[config.mk]
export PLATFORM = sky130hd
export DESIGN_NAME = if_stage
export DESIGN_NICKNAME = d
export VERILOG_FILES = /design/src/rtl/if_stage.sv
export SDC_FILE = /design/constraint.sdc
export NUM_CORES = 1
export LEC_CHECK = 0
export ABC_CLOCK_PERIOD_IN_PS = 4000
export CAP_MARGIN = 20
export CORE_AREA = 2 2 175 177
export CTS_BUF_LIST = sky130_fd_sc_hd__clkbuf_2
export DETAILED_ROUTE_END_ITERATION = 12
export DIE_AREA = 0 0 177 179
export SLEW_MARGIN = 20
export SYNTH_ARGS = -nofsm -noshare
export SYNTH_HDL_FRONTEND = slang
export SYNTH_SLANG_ARGS = --single-unit
[constraint.sdc]
create_clock -name clk_i -period 4 [get_ports clk_i]
set_clock_uncertainty 0.1 [all_clocks]
set_input_delay 0.6 -clock clk_i [delete_from_list [all_inputs] [get_ports clk_i]]
set_output_delay 0.6 -clock clk_i [all_outputs]
set_load 0.01 [all_outputs]
[src/rtl/if_stage.sv]
// RV32I fetch stage: PC, imem requests, fetch FIFO, redirect flush.
// Optional IF_MISALIGN_CHECK_EN adds misalign_o/misalign_pc_o.
//
// Ports: clk_i, rst_i (sync, active-high);
//   imem_req_o/addr_o/gnt_i/rvalid_i/rdata_i (fetch bus);
//   redirect_i/redirect_pc_i (from execute);
//   inst_o/pc_o/inst_valid_o/inst_ready_i (to decode).
module if_stage #(
  parameter logic [31:0] RESET_PC   = 32'h0000_0000,
  parameter int          FIFO_DEPTH = 2,
  parameter logic [31:0] NOP_INST   = 32'h0000_0013
) (
  input  logic        clk_i,
  input  logic        rst_i,
  output logic        imem_req_o,
  output logic [31:0] imem_addr_o,
  input  logic        imem_gnt_i,
  input  logic        imem_rvalid_i,
  input  logic [31:0] imem_rdata_i,
  input  logic        redirect_i,
  input  logic [31:0] redirect_pc_i,
  output logic [31:0] inst_o,
  output logic [31:0] pc_o,
  output logic        inst_valid_o,
  input  logic        inst_ready_i
`ifdef IF_MISALIGN_CHECK_EN
  ,
  output logic        misalign_o,
  output logic [31:0] misalign_pc_o
`endif
);

  localparam int PW = $clog2(FIFO_DEPTH);
  localparam int CW = $clog2(FIFO_DEPTH + 1);

  typedef enum logic [1:0] {
    IDLE,
    RUN,
    FLUSH
  } state_t;

  state_t        state;
  logic [31:0]   pc;
  logic [31:0]   tag_pc;
  logic [31:0]   last_pc;
  logic          outstanding;
  logic          kill;
  logic          halt;

  logic [31:0]   fifo_inst [FIFO_DEPTH];
  logic [31:0]   fifo_pc   [FIFO_DEPTH];
  logic [PW-1:0] rd_ptr;
  logic [PW-1:0] wr_ptr;
  logic [CW-1:0] count;

  logic [4:0]    credit;
  logic          resp;
  logic          push;
  logic          pop;
  logic          req_fire;
  logic          out_nxt;
  logic          bad_tgt;

  function automatic logic [PW-1:0] inc(
    input logic [PW-1:0] p
  );
    return (p == PW'(FIFO_DEPTH - 1)) ? '0 : p + 1'b1;
  endfunction

`ifdef IF_MISALIGN_CHECK_EN
  assign bad_tgt = redirect_pc_i[1:0] != 2'b00;
`else
  assign bad_tgt = 1'b0;
`endif

  // A response is only meaningful while we own one in flight.
  assign resp = imem_rvalid_i & outstanding;
  assign push = resp & ~kill;

  assign inst_valid_o = count != '0;
  assign pop          = inst_valid_o & inst_ready_i;

  // Credit: buffered + in flight, minus what leaves this cycle.
  assign credit = 5'(count) + 5'(outstanding) - 5'(pop);

  assign imem_req_o = (state == RUN) & ~redirect_i
                    & (credit < 5'(FIFO_DEPTH));
  assign imem_addr_o = pc;
  assign req_fire    = imem_req_o & imem_gnt_i;
  assign out_nxt     = req_fire | (outstanding & ~resp);

  assign inst_o = inst_valid_o ? fifo_inst[rd_ptr] : NOP_INST;
  assign pc_o   = inst_valid_o ? fifo_pc[rd_ptr]   : last_pc;

  always_ff @(posedge clk_i) begin
    if (push) begin
      fifo_inst[wr_ptr] <= imem_rdata_i;
      fifo_pc[wr_ptr]   <= tag_pc;
    end
  end

  always_ff @(posedge clk_i) begin
    if (rst_i) begin
      state       <= IDLE;
      pc          <= RESET_PC;
      tag_pc      <= '0;
      last_pc     <= '0;
      outstanding <= 1'b0;
      kill        <= 1'b0;
      halt        <= 1'b0;
      rd_ptr      <= '0;
      wr_ptr      <= '0;
      count       <= '0;
    end else begin
      if (inst_valid_o) last_pc <= pc_o;
      if (redirect_i) begin
        state       <= FLUSH;
        pc          <= redirect_pc_i & ~32'h3;
        outstanding <= out_nxt;
        kill        <= out_nxt;
        halt        <= bad_tgt;
        rd_ptr      <= '0;
        wr_ptr      <= '0;
        count       <= '0;
      end else begin
        if (req_fire) begin
          pc     <= pc + 32'd4;
          tag_pc <= pc;
        end
        outstanding <= out_nxt;
        if (resp) kill <= 1'b0;
        if (push) wr_ptr <= inc(wr_ptr);
        if (pop) rd_ptr <= inc(rd_ptr);
        count <= count + CW'(push) - CW'(pop);
        unique case (state)
          IDLE:    state <= RUN;
          RUN:     state <= RUN;
          FLUSH:   state <= halt ? FLUSH : RUN;
          default: state <= IDLE;
        endcase
      end
    end
  end

`ifdef IF_MISALIGN_CHECK_EN
  always_ff @(posedge clk_i) begin
    if (rst_i) begin
      misalign_o    <= 1'b0;
      misalign_pc_o <= '0;
    end else begin
      misalign_o <= redirect_i & bad_tgt;
      if (redirect_i & bad_tgt)
        misalign_pc_o <= redirect_pc_i;
    end
  end
`endif

endmodule
==> metrics.txt <==
# TYPE chip_impl_metric gauge
chip_impl_metric{name="finalCritPeriodShare",unit="%"} 93.2
chip_impl_info{name="grt_setup_unrepaired",value="false"} 1
chip_impl_info{name="layout_common_cells",value="160 x sky130_fd_sc_hd__clkdlybuf4s50_1, 125 x sky130_fd_sc_hd__nand2_1, 124 x sky130_fd_sc_hd__edfxtp_1, 99 x sky130_fd_sc_hd__dfxtp_1, 88 x sky130_fd_sc_hd__clkbuf_2"} 1
chip_impl_metric{name="clk_pin_slew_worst_paths",unit="ps"} 90
chip_impl_metric{name="grt_overflow",unit=""} 0
chip_impl_metric{name="numClockSinks",unit=""} 225
chip_impl_info{name="min-delay-path-class",value="in -> reg"} 1
chip_impl_metric{name="dieHeight",unit="µm"} 179
chip_impl_metric{name="post_detail_place_hpwl",unit="µm"} 13500
chip_impl_metric{name="grt_pass1_wl",unit="µm"} 32500
chip_impl_metric{name="postSynthAreaPerCell",unit="µm²"} 11.4
chip_impl_metric{name="post_synth_num_cell_types",unit=""} 44
chip_impl_metric{name="area.sequential",unit="µm²"} 5750
chip_impl_metric{name="timing_max_transition_violations_final",unit=""} 0
chip_impl_metric{name="timing.critical_path.arrival",unit="ps"} 3030
chip_impl_metric{name="place_congestion",unit=""} 0.778
chip_impl_metric{name="post-place-cells",unit=""} 1316
chip_impl_metric{name="initial_core_util",unit="%"} 29.5
chip_impl_metric{name="total_clock_buffers_created_by_cts",unit=""} 59
chip_impl_metric{name="number_of_antenna_violations_at_the_first_check_in_global_routing",unit=""} 1
chip_impl_info{name="cp_top_family",value="simple AND/OR/NAND/NOR gates"} 1
chip_impl_metric{name="p_per_area",unit="nW/µm²"} 366
chip_impl_metric{name="via_count_of_the_first_global_routing_pass",unit=""} 6266
chip_impl_info{name="mostFrequentLayoutCell",value="sky130_fd_sc_hd__clkdlybuf4s50_1"} 1
chip_impl_metric{name="routedWlPerCell",unit="µm"} 14.5
chip_impl_metric{name="crit_path_max_fanout",unit=""} 6
chip_impl_metric{name="cellLeakagePower",unit="nW"} 3.80
chip_impl_metric{name="synth_seq_area_share",unit="%"} 64.8
chip_impl_metric{name="multi_input_comb_area",unit="µm²"} 2920
chip_impl_metric{name="placeableCoreArea",unit="µm²"} 30000
chip_impl_metric{name="htree_levels",unit=""} 2
chip_impl_metric{name="number_of_synthesized_register_bits",unit=""} 225
chip_impl_metric{name="floorplan.rows",unit=""} 64
chip_impl_info{name="kind_of_capture_point_of_the_worst_setup_path",value="output pin"} 1
chip_impl_info{name="result_of_the_run",value="finished, final reports clean"} 1
chip_impl_info{name="postSynth.topFlopCell",value="sky130_fd_sc_hd__edfxtp_1"} 1
chip_impl_metric{name="fp.dieArea",unit="µm²"} 31700
chip_impl_metric{name="worst_ep_required_time",unit="ps"} 3300
chip_impl_metric{name="post_cts_hold_buffer_count",unit=""} 0
chip_impl_metric{name="worst_ir_drop_vdd",unit="µV"} 174
chip_impl_info{name="clockRootBuffer",value="sky130_fd_sc_hd__clkbuf_2"} 1
chip_impl_metric{name="drc_errors",unit=""} 0
chip_impl_metric{name="dieWidth",unit="µm"} 177
chip_impl_metric{name="fin_nets",unit=""} 1056
chip_impl_metric{name="areaGrowthSynthToFinish",unit="%"} 30.7
chip_impl_metric{name="synth_edf_count",unit=""} 124
chip_impl_metric{name="critical_path_buf_inv_count",unit=""} 1
chip_impl_metric{name="detailroute.via_count",unit=""} 6399
chip_impl_metric{name="count_of_mapped_cells_out_of_synthesis",unit=""} 778
chip_impl_metric{name="synth_area",unit="µm²"} 8860
chip_impl_metric{name="worst-r2r-setup-slack",unit="ps"} 620
chip_impl_info{name="timing.critical_path.slowest_stage_cell",value="sky130_fd_sc_hd__or4b_4"} 1
chip_impl_metric{name="detail_route.iter0.violations",unit=""} 274
chip_impl_info{name="start_kind",value="register"} 1
chip_impl_metric{name="placement.io_buffers",unit=""} 163
chip_impl_metric{name="max_cap_violations",unit=""} 0
chip_impl_metric{name="fin_tns_setup",unit="ps"} 0
chip_impl_metric{name="wirelength",unit="µm"} 20800
chip_impl_metric{name="track_usage",unit="%"} 13.0
chip_impl_metric{name="timing.final.hold_violations",unit=""} 0
chip_impl_metric{name="layoutNonFillerInstCount",unit=""} 1429
chip_impl_metric{name="drive_gt1_share",unit="%"} 13.1
chip_impl_info{name="timing.critical_path.cells",value="nand2_1, or2_2, fa_1, or4b_4, a311oi_4, clkbuf_2"} 1
chip_impl_metric{name="worst_skew_pair.late_latency",unit="ps"} 820
chip_impl_metric{name="1st_pass_router_iterations",unit=""} 4
chip_impl_metric{name="io_pins",unit=""} 168
chip_impl_metric{name="post_drt_via_cell_ratio",unit=""} 4.48
chip_impl_metric{name="timing_worst_slew_pin_value",unit="ps"} 985
chip_impl_metric{name="max_clock_freq",unit="MHz"} 268
chip_impl_metric{name="n_fill_cell",unit=""} 2989
chip_impl_metric{name="slew_headroom",unit="%"} 34.3
chip_impl_info{name="tritoncts",value="yes"} 1
chip_impl_metric{name="critPathMaxStageDelay",unit="ps"} 500
chip_impl_metric{name="report.final.setup_viol",unit=""} 0
chip_impl_metric{name="grt_start_max_net_pins",unit=""} 89
chip_impl_metric{name="final.min_clock_period",unit="ps"} 3730
chip_impl_metric{name="async_reset_ff_share",unit="%"} 0
chip_impl_metric{name="ys.warnings.count",unit=""} 0
chip_impl_metric{name="antenna_violating_nets_post_route",unit=""} 0
chip_impl_metric{name="cts_buffer_depth",unit=""} 3
chip_impl_metric{name="final_core_util",unit="%"} 38.6
chip_impl_info{name="timing.setup.critical_path_class",value="reg -> out"} 1
[sequential cells by signal (all words and copies together), names as in the netlist, named ones only]
signal       flops
kill             1
count            2
wr_ptr           1
fifo_pc         60
outstanding      1
fifo_inst       64
state            2
last_pc         32
tag_pc          30
rd_ptr           1
imem_addr_o     30
[area by class of cell]
type | count | share of cell area (%)
Sequential cell | 225 | 49.6
Clock buffer | 87 | 3.76
Inverter | 11 | 0.356
Tap cell | 396 | 4.28
Antenna cell | 1 | 0.0216
Timing Repair Buffer | 188 | 15.9
Clock inverter | 24 | 0.875
Multi-Input combinational cell | 497 | 25.2
[worst reg2reg max path: stages (launching register included)]
cell,delay (ps)
sky130_fd_sc_hd__dfxtp_2,420
sky130_fd_sc_hd__nand2_1,70
sky130_fd_sc_hd__or2_2,290
sky130_fd_sc_hd__fa_1,470
sky130_fd_sc_hd__or4b_4,500
sky130_fd_sc_hd__a311oi_4,290
sky130_fd_sc_hd__buf_4,190
sky130_fd_sc_hd__buf_4,120
sky130_fd_sc_hd__nand4_4,90
sky130_fd_sc_hd__or2_1,320
sky130_fd_sc_hd__or3_1,320
sky130_fd_sc_hd__a31oi_1,150
[metal layers]
| layer | up-vias | wire length, µm | global-route usage [%] |
|---|---|---|---|
| li1 | 3206 | - | - |
| met1 | 2953 | 9490 | 17.1 |
| met2 | 194 | 9310 | 20.1 |
| met3 | 46 | 1470 | 3.88 |
| met4 | 0 | 514 | 4.92 |
| met5 | - | 0 | 0 |
[report_power, final]
group | leakage, nW | internal (mW) | switching (mW)
Clock | 0.412 | 0.591 | 0.934
Sequential | 1.86 | 2.45 | 0.0355
Combinational | 1.52 | 0.129 | 0.103
[stage by stage]
step / setup slack, ps / total power, mW / hold WS, ps / instance area [µm²]
finish: 272 / 4.25 / 234 / 11600
floorplan: 15.2 / 2.62 / 312 / 8870
global placement: -156 / 2.77 / 325 / 11000
detailed placement: -114 / 2.77 / 335 / 11000
global route: 94.4 / 4.48 / 129 / 11600
CTS: 39.2 / 4.35 / 112 / 11600
[repair_timing]
action | CTS | global route
setup endpoints to repair | 1 | 1
gates resized for setup | 2 | 2
pin swaps | 1 | 0
setup buffers | 1 | 0
gates cloned | 0 | 0
[cell families after synthesis]
logic type | count (synthesis) | synth area share (%)
xor+xnor | 6 | 0.593
flops | 225 | 64.8
mux | 66 | 7.49
compound gates | 129 | 8.17
simple gates | 290 | 15.7
buf+inv | 57 | 2.57
fa+ha+maj | 4 | 0.649
other cells | 1 | 0.0423
[Yosys cell counts (6+ instances only)]
cell                       instances  area [µm²]
sky130_fd_sc_hd__nand3b_1          8        60.1
sky130_fd_sc_hd__buf_1             7        26.3
sky130_fd_sc_hd__mux2i_1          63         631
sky130_fd_sc_hd__nand2_1         125         469
sky130_fd_sc_hd__edfxtp_1        124        3720
sky130_fd_sc_hd__o21ai_0          51         255
sky130_fd_sc_hd__a31oi_1          10        62.6
sky130_fd_sc_hd__a21oi_1          54         270
sky130_fd_sc_hd__nand3_1           6        30.0
sky130_fd_sc_hd__nor2b_1          42         263
sky130_fd_sc_hd__nor3_1           13        65.1
sky130_fd_sc_hd__or3_1             9        56.3
sky130_fd_sc_hd__dfxtp_1         101        2020
sky130_fd_sc_hd__nor2_1           51         191
sky130_fd_sc_hd__inv_1            11        41.3
sky130_fd_sc_hd__and3_1           10        62.6
sky130_fd_sc_hd__clkbuf_1         32         120
sky130_fd_sc_hd__nand4_1          11        68.8
[path summary, 6_finish.rpt]
check,to,depth (start not counted),from
worst max-delay path,imem_req_o,6,count[1]
worst min-delay path,imem_addr_o[13],3,redirect_pc_i[13]
worst max register to register,imem_addr_o[24],11,count[1]
worst min register to register,state[0],1,state[1]
(Power assumes the default switching activity.)
